File: config.mk
export PLATFORM = sky130hd
export DESIGN_NAME = reg_file_wb_sb
export DESIGN_NICKNAME = d
export VERILOG_FILES = /design/src/rtl/cpu_pkg.sv /design/src/rtl/reg_scoreboard.sv /design/src/rtl/reg_file_wb_sb.sv
export SDC_FILE = /design/constraint.sdc
export NUM_CORES = 2
export LEC_CHECK = 0
export CORE_ASPECT_RATIO = 1.4
export CORE_MARGIN = 2
export CORE_UTILIZATION = 30
export CTS_CLUSTER_SIZE = 25
export DETAILED_ROUTE_END_ITERATION = 12
export MAX_ROUTING_LAYER = met4
export SYNTH_ARGS = -nofsm -noshare
export SYNTH_HDL_FRONTEND = slang
export SYNTH_SLANG_ARGS = --single-unit
File: constraint.sdc
create_clock -name clk -period 5.2 [get_ports clk]
set_input_delay 0.52 -clock clk [delete_from_list [all_inputs] [get_ports clk]]
set_output_delay 0.52 -clock clk [all_outputs]
set_load 0.05 [all_outputs]
File: src/rtl/cpu_pkg.sv
// cpu_pkg: shared register-file widths and constants
package cpu_pkg;
  localparam int XLEN = 32;
  localparam int NREG = 32;
  localparam int AW = $clog2(NREG);
  localparam logic [AW-1:0] REG_ZERO = 5'd0;
endpackage

File: src/rtl/reg_scoreboard.sv
// reg_scoreboard: pending-write bits for long-latency writers, with per-port hit detection
module reg_scoreboard
  import cpu_pkg::*;
(
  input  logic          clk,
  input  logic          rst_n,
  input  logic          i_set,
  input  logic [AW-1:0] i_set_wa,
  input  logic          i_clr,
  input  logic [AW-1:0] i_clr_wa,
  input  logic [AW-1:0] i_ra1,
  input  logic [AW-1:0] i_ra2,
  input  logic          i_use1,
  input  logic          i_use2,
  output logic          o_stall,
  output logic          o_busy
);
  logic [NREG-1:0] r_pending;
  logic [NREG-1:0] w_set_mask;
  logic [NREG-1:0] w_clr_mask;
  logic            w_hit1;
  logic            w_hit2;

  // Set is applied after clear so a younger load to the same register stays outstanding.
  always_comb begin
    w_set_mask = (i_set && i_set_wa != REG_ZERO) ? NREG'(1) << i_set_wa : '0;
    w_clr_mask = i_clr ? NREG'(1) << i_clr_wa : '0;
    w_hit1 = r_pending[i_ra1] && !(i_clr && i_clr_wa == i_ra1);
    w_hit2 = r_pending[i_ra2] && !(i_clr && i_clr_wa == i_ra2);
    o_stall = (i_use1 && w_hit1) || (i_use2 && w_hit2);
    o_busy = |r_pending;
  end

  always_ff @(posedge clk or negedge rst_n) begin
    if (!rst_n) r_pending <= '0;
    else r_pending <= (r_pending & ~w_clr_mask) | w_set_mask;
  end
endmodule

File: src/rtl/reg_file_wb_sb.sv
// reg_file_wb_sb: integer register file with WB bypass and load scoreboard for decode stalls
module reg_file_wb_sb
  import cpu_pkg::*;
(
  input  logic            clk,
  input  logic            rst_n,
  input  logic            i_wb_we,
  input  logic [AW-1:0]   i_wb_wa,
  input  logic [XLEN-1:0] i_wb_wdata,
  input  logic [AW-1:0]   i_id_ra1,
  input  logic [AW-1:0]   i_id_ra2,
  input  logic            i_id_use1,
  input  logic            i_id_use2,
  output logic [XLEN-1:0] o_id_rdata1,
  output logic [XLEN-1:0] o_id_rdata2,
  input  logic            i_iss_valid,
  input  logic            i_iss_late,
  input  logic [AW-1:0]   i_iss_wa,
  output logic            o_id_stall,
  output logic            o_sb_busy
);
  logic [XLEN-1:0] r_regs [NREG];

  always_ff @(posedge clk or negedge rst_n) begin
    if (!rst_n) for (int i = 0; i < NREG; i++) r_regs[i] <= '0;
    else if (i_wb_we && i_wb_wa != REG_ZERO) r_regs[i_wb_wa] <= i_wb_wdata;
  end

  always_comb begin
    o_id_rdata1 = (i_id_ra1 == REG_ZERO) ? '0 :
                  (i_wb_we && i_wb_wa == i_id_ra1) ? i_wb_wdata : r_regs[i_id_ra1];
    o_id_rdata2 = (i_id_ra2 == REG_ZERO) ? '0 :
                  (i_wb_we && i_wb_wa == i_id_ra2) ? i_wb_wdata : r_regs[i_id_ra2];
  end

  reg_scoreboard u_sb (
    .clk      (clk),
    .rst_n    (rst_n),
    .i_set    (i_iss_valid && i_iss_late),
    .i_set_wa (i_iss_wa),
    .i_clr    (i_wb_we),
    .i_clr_wa (i_wb_wa),
    .i_ra1    (i_id_ra1),
    .i_ra2    (i_id_ra2),
    .i_use1   (i_id_use1),
    .i_use2   (i_id_use2),
    .o_stall  (o_id_stall),
    .o_busy   (o_sb_busy)
  );
endmodule

==> flow_summary.html <==
<table>
<tr><th>Metric</th><th>Value</th></tr>
<tr><th colspan="2">Outcome</th></tr>
<tr><td>Status</td><td>completed</td></tr>
<tr><th colspan="2">Clock tree</th></tr>
<tr><td>Clock edge transition at the registers on the reported setup and hold paths</td><td>70 ps</td></tr>
<tr><td>Clock Tree Buf Depth</td><td>3</td></tr>
<tr><td>CTS tree</td><td>yes</td></tr>
<tr><td>Clock sink total</td><td>approximately 1100</td></tr>
<tr><td>Level count of the clock H-tree</td><td>3</td></tr>
<tr><td>Number of buffers inserted by hold repair at cts</td><td>1</td></tr>
<tr><td>Source-to-sink clock delay at the later pin of the worst-skew pair</td><td>730 ps</td></tr>
<tr><td>PostCTS Resize Cnt</td><td>0</td></tr>
<tr><td>CTS Root Cell</td><td>sky130_fd_sc_hd__clkbuf_16</td></tr>
<tr><td>Count of buffers added by post-CTS timing repair for setup</td><td>0</td></tr>
<tr><td>CTS buffer count</td><td>98</td></tr>
<tr><th colspan="2">Worst setup path</th></tr>
<tr><td>Endpoint of the lowest-slack register-to-register path</td><td>r_regs[610]</td></tr>
<tr><td>Setup Crit Path Kind</td><td>input pin to output port</td></tr>
<tr><td>Worst-path fanout max</td><td>27</td></tr>
<tr><td>R2r setup slk</td><td>4360 ps</td></tr>
<tr><td>Startpoint type of the worst setup path</td><td>input pin</td></tr>
<tr><td>End point of the critical path</td><td>o_id_rdata2[16]</td></tr>
<tr><td>Sort of element at the end of the critical path</td><td>output port</td></tr>
<tr><td>Worst reg2reg startpoint</td><td>r_regs[610]</td></tr>
<tr><td>Critical Path RT</td><td>between 4000 and 5000 ps</td></tr>
<tr><td>Count of cells along the worst register-to-register path</td><td>1</td></tr>
<tr><td>Arrival time reported for the critical path endpoint</td><td>3830 ps</td></tr>
<tr><td>Worst setup path start</td><td>i_wb_wa[4]</td></tr>
<tr><th colspan="2">Logic synthesis</th></tr>
<tr><td>Cell taking the most area after synthesis</td><td>sky130_fd_sc_hd__dfrtp_1</td></tr>
<tr><td>Area share of the leading cell type in the synthesized netlist</td><td>0.463</td></tr>
<tr><td>Top post-synthesis cells by area</td><td>sky130_fd_sc_hd__dfrtp_1 46%, sky130_fd_sc_hd__mux2_2 20%, sky130_fd_sc_hd__mux4_2 16%</td></tr>
<tr><td>Number of library cell types mapped by synthesis</td><td>62</td></tr>
<tr><td>Sequential share of the synthesized area</td><td>0.463</td></tr>
<tr><td>Proportion of synthesized flip-flops having asynchronous set or reset</td><td>1.00</td></tr>
<tr><td>Flip-flop cell with the highest count after synthesis</td><td>sky130_fd_sc_hd__dfrtp_1</td></tr>
<tr><td>Synth Cell Area</td><td>57000 um2</td></tr>
<tr><td>Number of nets produced by synthesis</td><td>a little over 4000</td></tr>
<tr><td>Synth warnings</td><td>0</td></tr>
<tr><td>Flip-flop and latch count after synthesis</td><td>around 1100</td></tr>
<tr><td>Number of enable-type register cells in the synthesized netlist</td><td>0</td></tr>
<tr><td>Most repeated cell in the gate-level netlist after synthesis</td><td>sky130_fd_sc_hd__dfrtp_1</td></tr>
<tr><td>Post-Synthesis Mean Instance Area</td><td>between 10 and 15 um2</td></tr>
<tr><td>Most used standard cells in the synthesized netlist</td><td>1056 x sky130_fd_sc_hd__dfrtp_1, 1024 x sky130_fd_sc_hd__mux2_2, 407 x sky130_fd_sc_hd__mux4_2</td></tr>
<tr><td>Count of mapped cells out of synthesis</td><td>roughly 4000</td></tr>
<tr><th colspan="2">Timing</th></tr>
<tr><td>Final period demand of the worst path</td><td>4350 ps</td></tr>
<tr><td>Worst slack on hold paths</td><td>325 ps</td></tr>
<tr><td>Transition at the pin with the smallest max-transition slack</td><td>1320 ps</td></tr>
<tr><td>Highest clock rate</td><td>230 MHz</td></tr>
<tr><td>Setup repair after global routing missed its margin</td><td>false</td></tr>
<tr><td>Endpoints failing hold</td><td>0</td></tr>
<tr><td>Clock skew</td><td>0 ps</td></tr>
<tr><td>Setup total negative slack</td><td>0 ps</td></tr>
<tr><td>Count of endpoints failing setup in the final report</td><td>0</td></tr>
<tr><td>Post-route setup slack</td><td>854 ps</td></tr>
<tr><td>Worst max-slew margin expressed relative to the limit</td><td>0.122</td></tr>
<tr><td>Ratio of final minimum period to clock period</td><td>0.836</td></tr>
<tr><td>Slew Viols, Final</td><td>0</td></tr>
<tr><th colspan="2">Layout</th></tr>
<tr><td>Final core utilization</td><td>0.342</td></tr>
<tr><td>Final-stage net count</td><td>4005</td></tr>
<tr><td>Post-synthesis to final-layout area growth</td><td>13.4%</td></tr>
<tr><td>Filler instances</td><td>18344</td></tr>
<tr><td>Fraction of final layout cells sized beyond drive strength 1</td><td>0.469</td></tr>
<tr><th colspan="2">Floorplanning</th></tr>
<tr><td>I/O pin count</td><td>~130</td></tr>
<tr><td>Horizontal die dimension</td><td>between 300 and 400 um</td></tr>
<tr><td>Starting density of the core</td><td>0.301</td></tr>
<tr><td>Full die area</td><td>~190000 um2</td></tr>
<tr><td>Die Height</td><td>520 um</td></tr>
<tr><td>Count of standard-cell rows</td><td>roughly 190</td></tr>
<tr><td>Core box area</td><td>about 190000 um2</td></tr>
<tr><th colspan="2">Placement</th></tr>
<tr><td>Worst slack, placed</td><td>948 ps</td></tr>
<tr><td>Post-DP HPWL</td><td>123000 um</td></tr>
<tr><td>Number of I/O port buffers</td><td>124</td></tr>
<tr><td>Global placer's final weighted congestion</td><td>0.852</td></tr>
<tr><th colspan="2">Pwr</th></tr>
<tr><td>Pleak</td><td>about 0.027 uW</td></tr>
<tr><td>Worst ir drop on vdd</td><td>roughly 0.25 mV</td></tr>
<tr><td>PwrDens</td><td>372 nW/um2</td></tr>
<tr><td>Part of the power in registers</td><td>0.455</td></tr>
<tr><td>Total chip power</td><td>24100 uW</td></tr>
<tr><td>Switching part of the total power</td><td>0.290</td></tr>
<tr><td>Switch Pwr</td><td>6970 uW</td></tr>
<tr><td>Portion of total power attributed to the clock network</td><td>0.321</td></tr>
<tr><td>Relative contribution of combinational cells to total power</td><td>0.224</td></tr>
<tr><td>Internal power component</td><td>around 17000 uW</td></tr>
<tr><th colspan="2">Detailed routing</th></tr>
<tr><td>Total routed wirelength</td><td>202000 um</td></tr>
<tr><td>Number of routed nets with antenna violations</td><td>0</td></tr>
<tr><td>Iter 0 DRT Violations</td><td>3842</td></tr>
<tr><td>Vias after detailed routing</td><td>38300</td></tr>
<tr><td>Average routed wire per standard cell</td><td>31.0 um</td></tr>
<tr><td>Detailed-routing iteration count for the pre-antenna-repair pass</td><td>7</td></tr>
<tr><td>Post-DR vias/cell</td><td>5.87</td></tr>
<tr><td>DRC errors left</td><td>0</td></tr>
<tr><th colspan="2">Run</th></tr>
<tr><td>Max-cap viol count</td><td>0</td></tr>
<tr><th colspan="2">Global routing</th></tr>
<tr><td>Number of global-route vias before repair</td><td>39283</td></tr>
<tr><td>Wire length of the first global-routing pass</td><td>292000 um</td></tr>
<tr><td>Pin count of the biggest net entering global routing</td><td>between 150 and 200</td></tr>
<tr><td>Gr ovfl total</td><td>0</td></tr>
<tr><td>Antenna violations before repair</td><td>15</td></tr>
<tr><td>Global-route usage over all layers</td><td>0.214</td></tr>
<tr><th colspan="2">Worst hold path</th></tr>
<tr><td>Class of the tightest hold or removal check</td><td>input pin to async pin</td></tr>
</table>
==> flip-flops by register name, summed over array words and instances (netlist names) <==
register	flops
r_regs	1024
u_sb.r_pending	32
==> layout by cell type (no fill, tap or decap), types with 57 or more instances in the layout <==
master and n:
sky130_fd_sc_hd__mux4_2 407, sky130_fd_sc_hd__buf_12 61, sky130_fd_sc_hd__a21oi_1 73, sky130_fd_sc_hd__dfrtp_1 1056, sky130_fd_sc_hd__a211oi_1 57, sky130_fd_sc_hd__clkbuf_16 101
sky130_fd_sc_hd__o22ai_1 60, sky130_fd_sc_hd__mux2_2 1024, sky130_fd_sc_hd__nand2_1 131, sky130_fd_sc_hd__mux2i_1 245, sky130_fd_sc_hd__buf_4 173
==> stage by stage <==
step                      area [um2]  std cells
after floorplan                57000       4010
after global placement         61300       6328
after detailed placement       61300       6328
after CTS                      64600       6508
after global routing           64700       6520
final                          64700       6521
==> worst min-delay path by stage <==
stage | startpoint | endpoint | slack, ps | cells past startpoint
3_3_place_gp | r_regs[1022] | r_regs[1022] | 360 | 0
6_report | rst_n | r_regs[348] | 330 | 2
5_1_grt | rst_n | r_regs[380] | 380 | 2
4_1_cts | rst_n | r_regs[348] | 310 | 2
3_5_place_dp | r_regs[1022] | r_regs[1022] | 360 | 0
2_1_floorplan | rst_n | r_regs[0] | 220 | 0
==> routing by layer <==
metal	global-route usage	vias up	part of all wire
met2	0.333	1609	0.47
met1	0.265	20889	0.40
met5	-	-	0
li1	-	15341	-
met4	0.0970	0	0.049
met3	0.0445	461	0.077
==> worst max-delay path, cell delays in order <==
cell,delay [ps]
sky130_fd_sc_hd__clkdlybuf4s50_1,600
sky130_fd_sc_hd__xor2_1,250
sky130_fd_sc_hd__nor4_1,430
sky130_fd_sc_hd__nand3_2,570
sky130_fd_sc_hd__buf_4,510
sky130_fd_sc_hd__a21oi_1,600
sky130_fd_sc_hd__buf_4,320
==> cell families (layout without fill, tap and decap cells) <==
kind of cell,Yosys count,in the layout,synth area share
AO/OA/AOI/OAI,473,473,0.0603
XOR/XNOR,10,10,0.00154
buffers and inverters,455,470,0.0385
flip-flops,1056,1056,0.463
multiplexers,1696,1696,0.410
other,0,13,0
AND/OR/NAND/NOR,320,320,0.0265
==> cell type report <==
type | instances | area (um2) | area share
antenna | 13 | 32.5 | 0.000503
clock buffer | 143 | 2940 | 0.0454
multi-input combinational | 2499 | 28600 | 0.443
tap | 2483 | 3110 | 0.0480
sequential | 1056 | 26400 | 0.409
clock inverter | 36 | 440 | 0.00681
inverter | 1 | 3.75 | 0.0000580
timing repair buffer | 290 | 3100 | 0.0479
==> power groups by stage <==
stage	clock network (uW)	logic [uW]	registers (uW)
after floorplan	0	3980	10600
after global placement	0	5310	11000
after detailed placement	0	5390	11100
after CTS	7830	5410	10900
after global routing	8160	5740	11100
final	7720	5400	11000
(Power assumes the default switching activity.)
